<file path="config.mk">
export PLATFORM = sky130hd
export DESIGN_NAME = apb_timer
export DESIGN_NICKNAME = d
export VERILOG_FILES = /design/src/rtl/apb_timer.sv
export SDC_FILE = /design/constraint.sdc
export NUM_CORES = 1
export LEC_CHECK = 0
export BUFFER_PORTS_ARGS = -buffer_cell sky130_fd_sc_hd__buf_2
export CORE_ASPECT_RATIO = 2
export CORE_MARGIN = 4
export CORE_UTILIZATION = 41
export CTS_CLUSTER_SIZE = 12
export DETAILED_ROUTE_END_ITERATION = 6
export PLACE_DENSITY_LB_ADDON = 0.12
export SYNTH_ARGS = -nofsm -noshare
export SYNTH_HDL_FRONTEND = slang
export SYNTH_SLANG_ARGS = --single-unit
</file>
<file path="constraint.sdc">
create_clock -name pclk -period 2.84 [get_ports pclk]
set_input_delay 0.142 -clock pclk [delete_from_list [all_inputs] [get_ports pclk]]
set_output_delay 0.142 -clock pclk [all_outputs]
set_load 0.01 [all_outputs]
</file>
<file path="src/rtl/apb_timer.sv">
// apb_timer: APB3 slave with TIM_NUM prescaled up-counting timers, compare/overflow flags and irqs
module apb_timer #(
  parameter int APB_ADDR_WIDTH = 32,
  parameter int APB_DATA_WIDTH = 32,
  parameter int TIM_NUM        = 2,
  parameter int CNT_WIDTH      = 32
) (
  input  logic                      pclk,
  input  logic                      presetn,
  input  logic [APB_ADDR_WIDTH-1:0] paddr,
  input  logic [APB_DATA_WIDTH-1:0] pwdata,
  input  logic                      pwrite,
  input  logic                      psel,
  input  logic                      penable,
  output logic [APB_DATA_WIDTH-1:0] prdata,
  output logic                      pready,
  output logic                      pslverr,
  output logic [TIM_NUM*2-1:0]      irq
);
  logic access, err, wr_ok, rd_ok, unused_ok;
  logic [3:0] tsel;
  logic [1:0] rsel;
  logic [TIM_NUM-1:0][APB_DATA_WIDTH-1:0] rd;
  assign access = psel & penable;
  assign tsel = paddr[7:4];
  assign rsel = paddr[3:2];
  assign err = access & (({1'b0, tsel} >= 5'(TIM_NUM)) | (paddr[1:0] != 2'b00));
  assign wr_ok = access & pwrite & ~err;
  assign rd_ok = access & ~pwrite & ~err;
  assign pready = access;
  assign pslverr = err;
  assign unused_ok = ^{paddr, pwdata};
  always_comb begin
    prdata = '0;
    for (int k = 0; k < TIM_NUM; k++)
      if (rd_ok && tsel == 4'(k)) prdata = rd[k];
  end
  for (genvar i = 0; i < TIM_NUM; i++) begin : g_tim
    logic [CNT_WIDTH-1:0] cnt, cmp;
    logic [7:0] presc, pcnt;
    logic en, clr, ovf_ie, cmp_ie, wsel, tick, eq;
    logic [1:0] status, irq_r, set;
    assign wsel = wr_ok & (tsel == 4'(i));
    assign tick = en & (pcnt == presc);
    assign eq = cnt == cmp;
    // compare outranks overflow, so an all-ones match never raises the overflow flag
    assign set = {tick & eq, tick & ~eq & (&cnt)};
    assign rd[i] = rsel == 2'd0 ? APB_DATA_WIDTH'(cnt) :
                   rsel == 2'd1 ? APB_DATA_WIDTH'(cmp) :
                   rsel == 2'd2 ? APB_DATA_WIDTH'({presc, 4'b0, cmp_ie, ovf_ie, clr, en}) :
                                  APB_DATA_WIDTH'(status);
    assign irq[2*i +: 2] = irq_r;
    always_ff @(posedge pclk or negedge presetn)
      if (!presetn) begin
        cnt <= '0;
        cmp <= '0;
        presc <= '0;
        pcnt <= '0;
        en <= 1'b0;
        clr <= 1'b0;
        ovf_ie <= 1'b0;
        cmp_ie <= 1'b0;
        status <= '0;
        irq_r <= '0;
      end else begin
        if (wsel && rsel == 2'd0) cnt <= pwdata[CNT_WIDTH-1:0];
        else if (tick) cnt <= (eq & clr) ? '0 : cnt + 1'b1;
        if (wsel && rsel == 2'd1) cmp <= pwdata[CNT_WIDTH-1:0];
        if (wsel && rsel == 2'd2) begin
          en <= pwdata[0];
          clr <= pwdata[1];
          ovf_ie <= pwdata[2];
          cmp_ie <= pwdata[3];
          presc <= pwdata[15:8];
        end
        pcnt <= (tick || (wsel && rsel == 2'd2 && !pwdata[0])) ? '0 : en ? pcnt + 1'b1 : pcnt;
        status <= (status & ~((wsel && rsel == 2'd3) ? pwdata[1:0] : 2'b00)) | set;
        irq_r <= status & {cmp_ie, ovf_ie};
      end
  end
endmodule

</file>
-- Yosys cells after proc, flatten, opt, wreduce, memory -nomap -nowiden
Cells that the tools add are included.
- word-level logic and storage cells: 108
- output and inout bits: 38
- input port bits: 69
- flip-flop bits (word level): 176
- bitwise operators: 31
- add/subtract/negate cells: 4
- reduce and logical (&&, ||, !) cells: 24
- order comparisons: 1
- mux-type cells: 20
- equality and inequality tests: 8
- operators with widths (kind ; count):
    2-to-1 mux 32 bit ; 12
    adder 32 x 1 -> 32 bit, second input constant ; 2
    == test 32 bit ; 2
    AND reduction 32 bit ; 2
    2-to-1 mux 16 bit ; 2
    2-to-1 mux 8 bit ; 4
    bitwise AND 1 bit ; 18
    adder 8 x 1 -> 8 bit, second input constant ; 2
    == test 8 bit ; 2
    logical AND 1 bit ; 12
    nonzero test 2 bit ; 5
    bitwise AND 2 bit ; 4
    == test 2 bit, second input constant ; 2
    == test 4 x 1 -> 1 bit, second input constant ; 1
    greater-or-equal comparator 4 x 2 -> 1 bit, second input constant ; 1
    zero test 4 bit ; 1
    2-to-1 mux 2 bit ; 2
    NOT 1 bit ; 4
    NOT 2 bit ; 2
    OR 2 bit ; 2
    == test 2 x 1 -> 1 bit, second input constant ; 1
    zero test 2 bit ; 1
    logical OR 1 bit ; 2
    zero test 1 bit ; 1
    OR 1 bit ; 1

-- Longest topological paths before layout
Gate-level depths: netlist of the first run.
- depth in word-level cells: 11
- mapped depth: 10
- depth with buffers taken out: 8

-- Worst setup path after synthesis of the first run
OpenSTA, ideal clock, no wires.
- path type: register to register
- start point: register g_tim[1].cnt[0]
- end point: register g_tim[1].cnt[24]
- buffers on the path: 0
- data arrival time: 2.042 ns
- required time: 2.763 ns
- setup time: 0.077 ns
- period minus slack after synthesis: 2.120 ns
- stages on the path, launching flop included: 9
- setup slack: 0.720 ns
- cells stage by stage: dfrtp_1 > ha_1 > nand3_2 > nor4_4 > nand4_1 > or4_1 > a21boi_0 > a21oi_1 > a21oi_1
- cells in the longest elaborated chain, start to end: 5
- elaborated cells on any way between the ends: 6
- classes of those cells: 1 x add/sub; 1 x eq/ne; 3 x mux; 1 x bitwise
- RTL lines (item ; RTL line ; text):
    start: declaration ; 39 ; logic [CNT_WIDTH-1:0] cnt, cmp;
    start signal: assignment ; 66 ; if (wsel && rsel == 2'd0) cnt <= pwdata[CNT_WIDTH-1:0];
    start signal: assignment ; 67 ; else if (tick) cnt <= (eq & clr) ? '0 : cnt + 1'b1;
    parallel branches: the longest is 2 deep, another holds adder 32 x 1 -> 32 bit ; -- ;
    2-to-1 mux 32 bit (*) (2 in series) ; 67 ;
    2-to-1 mux 32 bit (*) ; 66 ;
Mark *: on every way between the ends. The select of a mux whose other input is x is not followed.
A chain may end at the register's enable or synchronous reset.

-- Final worst setup path of the first run
- start point: register g_tim[0].cnt[3]
- end point: register g_tim[0].cnt[26]
- cells in the longest elaborated chain, start to end: 5
- elaborated cells on any way between the ends: 6
- classes of those cells: 1 x add/sub; 1 x eq/ne; 3 x mux; 1 x bitwise
- RTL lines (item ; RTL line):
    start: declaration ; 39
    start signal: assignment ; 66
    start signal: assignment ; 67
    parallel branches: the longest is 2 deep, another holds adder 32 x 1 -> 32 bit ; --
    2-to-1 mux 32 bit (*) (2 in series) ; 67
    2-to-1 mux 32 bit (*) ; 66
Marked as above.

==> results.yml, run 1 <==
synthesis:
  yosys_most_used_dff: "dfrtp_1"
  syn_inst: 1087
  yosysTopAreaCellShare_pct: 40.60
  synth_top_area_cell: "dfrtp_1"
  async_reset_ff_share_pct: 100.0
  synth_area_per_cell_um2: 9.979
  synth_area_leaders: "dfrtp_1 (41%), mux2_2 (8.9%), xnor2_1 (7.3%), mux2i_1 (5.7%), a21oi_1 (2.9%)"
  seq_area_frac_synth_pct: 40.60
  synth_edf_count: 0
  syn_nets: 1160
  synth-seq-cells: 176
  yosys_warnings: 0
  yosys.cell_types.count: 71
  syn_area_um2: 10850
placement:
  gp_congestion: 0.9448
  port_buffers: 82
  dp_cells: 1499
  dpl_cell_area_um2: 11880
  place_hpwl_um: 28090
worst_setup_path:
  end_kind: "flop"
  cp.required_ns: 3.18
  path_class: "reg2reg"
  cpMostUsedCell: "buf_4"
  timing.critical_path.buf_inv: 2
  slowest_delay_ns: 0.46
  crit_family: "simple AND/OR/NAND/NOR gates"
  cp_cell_sequence: "xnor2_1 > nand4_1 > nor4_1 > buf_4 > nand3_1 > buf_4 > nand2_1 > o311ai_0 > o21a_1"
  arrival_ns: 2.93
  cp_slowest_cell: "dfrtp_1"
  cp_max_fo: 18
  cp-start-kind: "flop"
layout:
  antenna_cells: 0
  final_cells: 1546
  drive_gt1_share_pct: 24.79
  design_area_um2: 12610
  final_common_cell: "dfrtp_1"
  nNetsFinal: 1263
  synthToLayoutAreaGrowth_pct: 16.30
  final_cell_mix: "dfrtp_1 (176), xnor2_1 (90), mux2_2 (86), buf_2 (80), nor2_1 (77)"
  post-route-util_pct: 48.20
  fillers: 2513
clocking:
  clockRootBuffer: "clkbuf_16"
  post_cts_resized: 0
  clkLatencyLatePin_ns: 0.45
  clock-sinks: 176
  cts_made_buffers: 17
  path_clk_slew_ns: 0.07
  h-tree-depth: 4
  clk_path_buf_depth: 2
  cts_tree: "done"
job:
  maxCapViolCount: 0
power:
  power_frac_seq_pct: 43.8
  clock_power_share_pct: 37.8
  p_sw_share_pct: 31.13
  combPwrFrac_pct: 18.4
  p_int_mw: 4.391
  switchingPower_mw: 1.985
  p_leak_nw: 5.436
  finalPower_mw: 6.376
  powerDensity_nw_per_um2: 505.4
  peakVddDrop_mv: 0.4201
floorplan:
  start_util_pct: 41.45
  fp-row-count: 84
  fp.dieH_um: 238.0
  core_um2: 26170
  die_w_um: 123.0
  die-area_um2: 29280
  ios: 107
route:
  wire_per_inst_um: 24.27
  wl_um: 37520
  vias: 9103
  via_per_inst: 5.888
  ant_nets: 0
  drc: 0
  drt_pass1_iterations: 5
  drt-initial-drc-count: 725
sta:
  timing.fmax_mhz: 385.2
  fin_skew_ns: 0.01139
  finalHoldViolations: 0
  timing.setup.tns_ns: 0
  worst_pin_slew_ns: 0.6875
  maxSlewViolCount: 0
  setup_viol: 0
  fin_crit_ns: 2.596
  grt_setup_unrepaired: "false"
  maxSlewHeadroom_pct: 54.17
  fin_crit_sh_pct: 91.40
global_routing:
  grt_overflow: 0
  grt_max_degree: 66
  grt_pass1_vias: 9022
  grt_pass1_wl_um: 54970
  antenna_found_initial: 0
  grtUsageTotal_pct: 25.70
worst_hold_path:
  hold_path_class: "in2reg"
status:
  status: "finished clean"
[Yosys cell counts, types with 10 or more instances]
master and n:
o21ai_0 26, buf_2 28, mux2_2 86, and3_1 13, xnor2_1 90, nand3_1 36, o31ai_1 12, xor2_1 18
nor2b_1 14, clkbuf_1 42, a21oi_1 63, a31oi_1 15, dfrtp_1 176, o22ai_1 30, nor2_1 77, and2_1 15
nand2_1 69, nand4_1 41, mux2i_1 62, o22a_1 10, o21a_1 16
[registers in the layout, indices dropped and copies added (netlist names), 4 cells and up]
| register | count |
|---|---|
| g_tim.irq_r | 4 |
| g_tim.cmp | 64 |
| g_tim.status | 4 |
| g_tim.cnt | 64 |
| g_tim.pcnt | 16 |
| g_tim.presc | 16 |
[final cells by class]
cell class              count  area [um2]  share of cell area (%)
clock buffers              17       425.4                   3.372
clock inverters            14       153.9                   1.220
inverters                   8       30.03                  0.2380
multi-input cells         822        6048                   47.95
flip-flops and latches    176        4404                   34.91
well taps                 344       430.4                   3.412
repair buffers            165        1122                   8.897
[through the flow]
| stage | hold WS (ns) | setup WS (ns) |
|---|---|---|
| finish | 0.01498 | 0.2443 |
| global route | 0.01923 | 0.1227 |
| CTS | 0.004731 | 0.2477 |
| detailed placement | 0.1777 | 0.2676 |
| global placement | 0.1755 | 0.2823 |
| floorplan | -0.1536 | 0.7203 |
[worst register-to-register path: cells and delay by family (launching register included)]
family,cells,cell delay [ns]
compound gates,2,0.32
xor+xnor,1,0.40
buf+inv,2,0.45
simple gates,4,0.85
flops,1,0.46
[worst paths after layout]
check / start / to / slack (ns) / cells past startpoint
setup / recovery: g_tim[0].cnt[3] / g_tim[0].cnt[26] / 0.24 / 9
max in group asynchronous: presetn / g_tim[0].cmp[17] / 1.74 / 3
hold / removal: pwdata[28] / g_tim[1].cnt[28] / 0.01 / 2
hold reg to reg: g_tim[0].ovf_ie / g_tim[0].irq_r[0] / 0.50 / 1
setup reg to reg: g_tim[0].cnt[3] / g_tim[0].cnt[26] / 0.24 / 9
min in group asynchronous: presetn / g_tim[1].cmp[2] / 0.23 / 2
[cells by family (layout without fill, tap and decap cells)]
| group | after synthesis | after routing | synth area share [%] |
|---|---|---|---|
| and+or+nand+nor | 322 | 322 | 16.43 |
| AOI/OAI and AO/OA | 234 | 234 | 14.47 |
| DFF | 176 | 176 | 40.60 |
| muxes | 154 | 154 | 15.69 |
| xor gates and xnor gates | 108 | 108 | 8.721 |
| buffers and inverters | 89 | 204 | 3.634 |
| adders and majority gates | 4 | 4 | 0.4614 |
[power groups by stage]
stage	registers, mW	clock network (mW)	logic, mW
floorplan	2.78	0	0.712
global placement	2.83	0	1.14
detailed placement	2.84	0	1.15
CTS	2.79	2.45	1.17
global route	2.81	2.53	1.26
finish	2.79	2.41	1.17
[metal layers]
metal  track usage [%]  share of wire (%)
met1             28.34                 37
met2             47.25                 55
met3             2.538                2.6
met4             14.05                5.4
met5                 0                  0
[repair_timing]
action,CTS,global route
hold buffers,16,0
endpoints found under the hold margin,98,0
setup buffers,0,0
Power figures use the tool's default switching activity.
==> run 2, diff against run 1 <==
MAX_ROUTING_LAYER = met4   (was not set)
==> run 2 against run 1 <==
  * Flip-flop and latch count unchanged
  * Critical path depth down 1
  * Largest cell class unchanged
  * Routed wire length up 0.11%
  * Critical endpoint is now g_tim[0].cnt[16]
  * Clock skew down 0.0018 ns
  * Combinational power about the same
==> results.yml, run 2 (synthesis results as in run 1) <==
status:
  status: "finished clean"
layout:
  design_area_um2: 12640
  final_cell_mix: "dfrtp_1 (176), xnor2_1 (90), mux2_2 (86), buf_2 (80), nor2_1 (77)"
  synthToLayoutAreaGrowth_pct: 16.55
  antenna_cells: 0
  drive_gt1_share_pct: 24.56
  fillers: 2498
  nNetsFinal: 1261
  top_regs: "g_tim.cmp x64, g_tim.cnt x64"
  final_common_cell: "dfrtp_1"
clocking:
  cts_hold_buf: 18
  cts_tree: "done"
  clk_path_buf_depth: 2
  h-tree-depth: 4
  post_cts_buffers: 0
  cts_made_buffers: 17
  clock-sinks: 176
  path_clk_slew_ns: 0.07
  clockRootBuffer: "clkbuf_16"
  post_cts_resized: 0
  clkLatencyLatePin_ns: 0.46
worst_setup_path:
  cp_cell_sequence: "xnor2_1 > nand4_1 > nor4_1 > buf_4 > nand3_1 > buf_4 > nor2_2 > o31ai_1"
  end_kind: "flop"
  path_class: "reg2reg"
  cp_slowest_cell: "dfrtp_1"
  cp-start-kind: "flop"
  cp.required_ns: 3.16
  arrival_ns: 2.92
  cpMostUsedCell: "buf_4"
  cp_max_fo: 18
  reg2reg_slack_ns: 0.24
  rr_worst_depth: 8
  timing.rr.end: "g_tim[0].cnt[16]"
  timing.critical_path.buf_inv: 2
  slowest_delay_ns: 0.44
  crit_family: "simple AND/OR/NAND/NOR gates"
  r2r_start: "g_tim[0].cnt[25]"
sta:
  maxSlewHeadroom_pct: 49.54
  setup_viol: 0
  worst_pin_slew_ns: 0.7570
  fin_ws_ns: 0.2393
  timing.setup.tns_ns: 0
  fin_crit_ns: 2.601
  timing.hold.ws_ns: 0.02043
  grt_setup_unrepaired: "false"
  timing.fmax_mhz: 384.5
  fin_crit_sh_pct: 91.58
  maxSlewViolCount: 0
  fin_skew_ns: 0.009596
  finalHoldViolations: 0
placement:
  port_buffers: 82
  place_hpwl_um: 28020
  dpl_cell_area_um2: 11860
  post-place-ws_ns: 0.2921
  gp_congestion: 0.9541
global_routing:
  grtUsageTotal_pct: 26.85
  grt_overflow: 0
  antenna_found_initial: 0
  grt_pass1_vias: 9069
  grt_pass1_wl_um: 55780
  grt_max_degree: 86
power:
  finalPower_mw: 6.415
  peakVddDrop_mv: 0.4051
  p_leak_nw: 5.436
  powerDensity_nw_per_um2: 507.5
route:
  dr_wl_met2_um: 20350
  wl_met3_um: 1101
  topRoutingLayerUsed: "met4"
  drc: 0
  vias: 9038
  drt-initial-drc-count: 676
  wl_um: 37560
  ant_nets: 0
  wire_per_inst_um: 24.31
  wl_met1_um: 13990
  drt_pass1_iterations: 5
  via_per_inst: 5.850
floorplan:
  fp-row-count: 84
  fp.dieH_um: 238.0
  die-area_um2: 29280
  die_w_um: 123.0
  core_um2: 26170
  ios: 107
  start_util_pct: 41.45
worst_hold_path:
  hold_path_class: "in2reg"
  holdPathEnd: "g_tim[0].cmp[27]"
  worst_hold_path.num_cells: 2
  hp-start: "pwdata[27]"
job:
  maxCapViolCount: 0
==> run 2: through the flow <==
| step | instances | utilization [%] |
|---|---|---|
| floorplan | 1087 | - |
| global placement | 1495 | 45.31 |
| detailed placement | 1495 | 45.31 |
| CTS | 1545 | 48.31 |
| global route | 1545 | 48.31 |
| finish | 1545 | 48.31 |
==> run 2: per-layer routing <==
metal	GRT usage, %	up-vias
li1	-	4175
met1	29.43	4532
met2	46.74	239
met3	3.724	92
met4	13.71	0
met5	-	-
==> run 2: worst reg2reg max path, delay by kind of cell (launching register included) <==
| kind | cells | cell delay (ns) |
|---|---|---|
| xor gates and xnor gates | 1 | 0.43 |
| and+or+nand+nor | 4 | 1.02 |
| buffers and inverters | 2 | 0.45 |
| DFF | 1 | 0.44 |
| AOI/OAI and AO/OA | 1 | 0.13 |
==> run 2: cell type report <==
cell class	instances	area, um2	area share [%]
timing repair buffer	163	1125	8.897
clock inverter	13	151.4	1.198
multi-input combinational	822	6048	47.84
tap	344	430.4	3.405
sequential	176	4404	34.84
clock buffer	19	452.9	3.583
inverter	8	30.03	0.2375
==> run 2: worst max path at each step <==
stage                          start               end  slack, ns  depth (start not counted)
detailed placement  g_tim[0].cnt[25]  g_tim[0].cnt[26]       0.29                          9
finish              g_tim[0].cnt[25]  g_tim[0].cnt[16]       0.24                          8
floorplan            g_tim[1].cnt[0]  g_tim[1].cnt[24]       0.72                          8
CTS                 g_tim[0].cnt[25]  g_tim[0].cnt[26]       0.27                          9
global route        g_tim[0].cnt[25]  g_tim[0].cnt[16]       0.20                          8
global placement    g_tim[0].cnt[22]  g_tim[0].cnt[26]       0.26                          9
==> run 2: power breakdown <==
part | internal [mW] | leakage, nW | total (mW) | switching, mW
Combinational | 0.463 | 2.98 | 1.15 | 0.688
Sequential | 2.61 | 2.17 | 2.81 | 0.190
Clock | 1.36 | 0.283 | 2.46 | 1.10
==> run 3, diff against run 2 <==
RECOVER_POWER = 50   (was not set)
==> run 3 against run 2 <==
  * The run now ends with capacitance limit, slew limit left
  * Non-clock buffer count unchanged
  * Flip-flop and latch count unchanged
  * Clock skew about the same
  * Routed wire length about the same
  * Sequential share of layout area up 0.12 points
  * Maximum frequency down 0.17%
  * Via count down 0.28%
  * Hold slack better by 0.00053 ns
  * Global-route usage unchanged
  * Cell count unchanged
==> results.yml, run 3 (synthesis results as in run 1) <==
worst_setup_path:
  timing.critical_path.buf_inv: 2
  rr_worst_depth: 8
  crit_family: "simple AND/OR/NAND/NOR gates"
  slowest_delay_ns: 0.44
  timing.rr.end: "g_tim[0].cnt[16]"
  path_class: "reg2reg"
  cp_slowest_cell: "dfrtp_1"
  cp_cell_sequence: "xnor2_1 > nand4_1 > nor4_1 > buf_4 > nand3_1 > buf_4 > nor2_2 > o31ai_1"
  cp-start-kind: "flop"
  arrival_ns: 2.92
  end_kind: "flop"
  reg2reg_slack_ns: 0.23
  cp_max_fo: 18
  r2r_start: "g_tim[0].cnt[25]"
  cpMostUsedCell: "buf_4"
  path_depth: 8
  cp.required_ns: 3.16
layout:
  nNetsFinal: 1261
  antenna_cells: 0
  final_cells: 1545
  final_cell_mix: "dfrtp_1 (176), xnor2_1 (90), mux2_2 (86), nor2_1 (77), buf_2 (75)"
  top_regs: "g_tim.cmp x64, g_tim.cnt x64"
  final_common_cell: "dfrtp_1"
  post-route-util_pct: 48.14
  drive_gt1_share_pct: 23.81
  synthToLayoutAreaGrowth_pct: 16.16
sta:
  worst_pin_slew_ns: 2.337
  timing.setup.tns_ns: 0
  finalHoldViolations: 0
  setup_viol: 0
  fin_skew_ns: 0.009809
  maxSlewHeadroom_pct: -55.83
  grt_setup_unrepaired: "false"
  fin_crit_ns: 2.605
  fin_crit_sh_pct: 91.73
  timing.fmax_mhz: 383.8
  maxSlewViolCount: 84
placement:
  gp_congestion: 0.9541
  dp_cells: 1495
  port_buffers: 82
  place_hpwl_um: 28020
global_routing:
  grt_pass1_wl_um: 55780
  grt_pass1_vias: 9069
  antenna_found_initial: 0
  grt_overflow: 0
  grtUsageTotal_pct: 26.85
  grt_max_degree: 86
power:
  powerDensity_nw_per_um2: 508.7
  finalPower_mw: 6.409
  p_leak_nw: 5.396
  peakVddDrop_mv: 0.4037
floorplan:
  die-area_um2: 29280
  die_w_um: 123.0
  fp.dieH_um: 238.0
  start_util_pct: 41.45
  ios: 107
  fp-row-count: 84
  core_um2: 26170
route:
  ant_nets: 0
  drt-initial-drc-count: 679
  drc: 0
  vias: 9013
  via_per_inst: 5.834
  drt_pass1_iterations: 5
  wl_um: 37560
  wire_per_inst_um: 24.31
job:
  maxCapViolCount: 1
clocking:
  clockRootBuffer: "clkbuf_16"
  clkLatencyLatePin_ns: 0.45
  h-tree-depth: 4
  clock-sinks: 176
  path_clk_slew_ns: 0.07
  cts_tree: "done"
  cts_made_buffers: 17
  clk_path_buf_depth: 2
status:
  status: "finished, violations left"
  failed_checks: "capacitance limit, slew limit"
worst_hold_path:
  hp-start: "pwdata[27]"
  holdPathEnd: "g_tim[0].cmp[27]"
  worst_hold_path.num_cells: 2
  hold_path_class: "in2reg"
-- run 3: how the worst max path moves through the flow --
stage	slack, ns	endpoint	start
after floorplan	0.72	g_tim[1].cnt[24]	g_tim[1].cnt[0]
after global placement	0.26	g_tim[0].cnt[26]	g_tim[0].cnt[22]
after detailed placement	0.29	g_tim[0].cnt[26]	g_tim[0].cnt[25]
after CTS	0.27	g_tim[0].cnt[26]	g_tim[0].cnt[25]
after global routing	0.11	g_tim[0].cnt[18]	presetn
final	0.23	g_tim[0].cnt[16]	g_tim[0].cnt[25]
-- run 3: repair_timing --
item,CTS,global route
resized for setup,0,0
hold buffers,18,0
setup buffers,0,0
hold endpoints to repair,127,0
-- run 3: report_power, final --
group | switching, mW | internal [mW] | total (mW) | leakage, nW
logic | 0.686 | 0.461 | 1.15 | 2.94
registers | 0.190 | 2.61 | 2.81 | 2.17
clock network | 1.10 | 1.36 | 2.46 | 0.283
-- run 3: worst register-to-register path, delay by kind of cell, from the launching register on --
family | cells | cell delay, ns
AND/OR/NAND/NOR | 4 | 1.03
flip-flops | 1 | 0.44
XOR/XNOR | 1 | 0.43
AO/OA/AOI/OAI | 1 | 0.13
buffers and inverters | 2 | 0.45
-- run 3: per-layer routing --
layer | up-vias | part of all wire, % | track usage (%)
met3 | 92 | 3.0 | 3.724
met4 | 0 | 5.7 | 13.71
met1 | 4497 | 37 | 29.43
li1 | 4176 | - | -
met5 | - | 0 | -
met2 | 248 | 54 | 46.74
-- run 3: final cells by class --
class                   instances  area [um2]
fillers                      2509       13570
inverters                       8       30.03
clock inverters                13       151.4
repair buffers                163        1102
flip-flops and latches        176        4404
well taps                     344       430.4
multi-input cells             822        6028
clock buffers                  19       452.9
-- run 3: stage by stage --
step                      area [um2]  worst slack [ns]  hold WS (ns)
after floorplan                10850            0.7203       -0.1536
after global placement         11860            0.2630        0.2632
after detailed placement       11860            0.2921        0.2688
after CTS                      12640            0.2734      0.007048
after global routing           12600            0.1056       0.01838
final                          12600            0.2347       0.02096
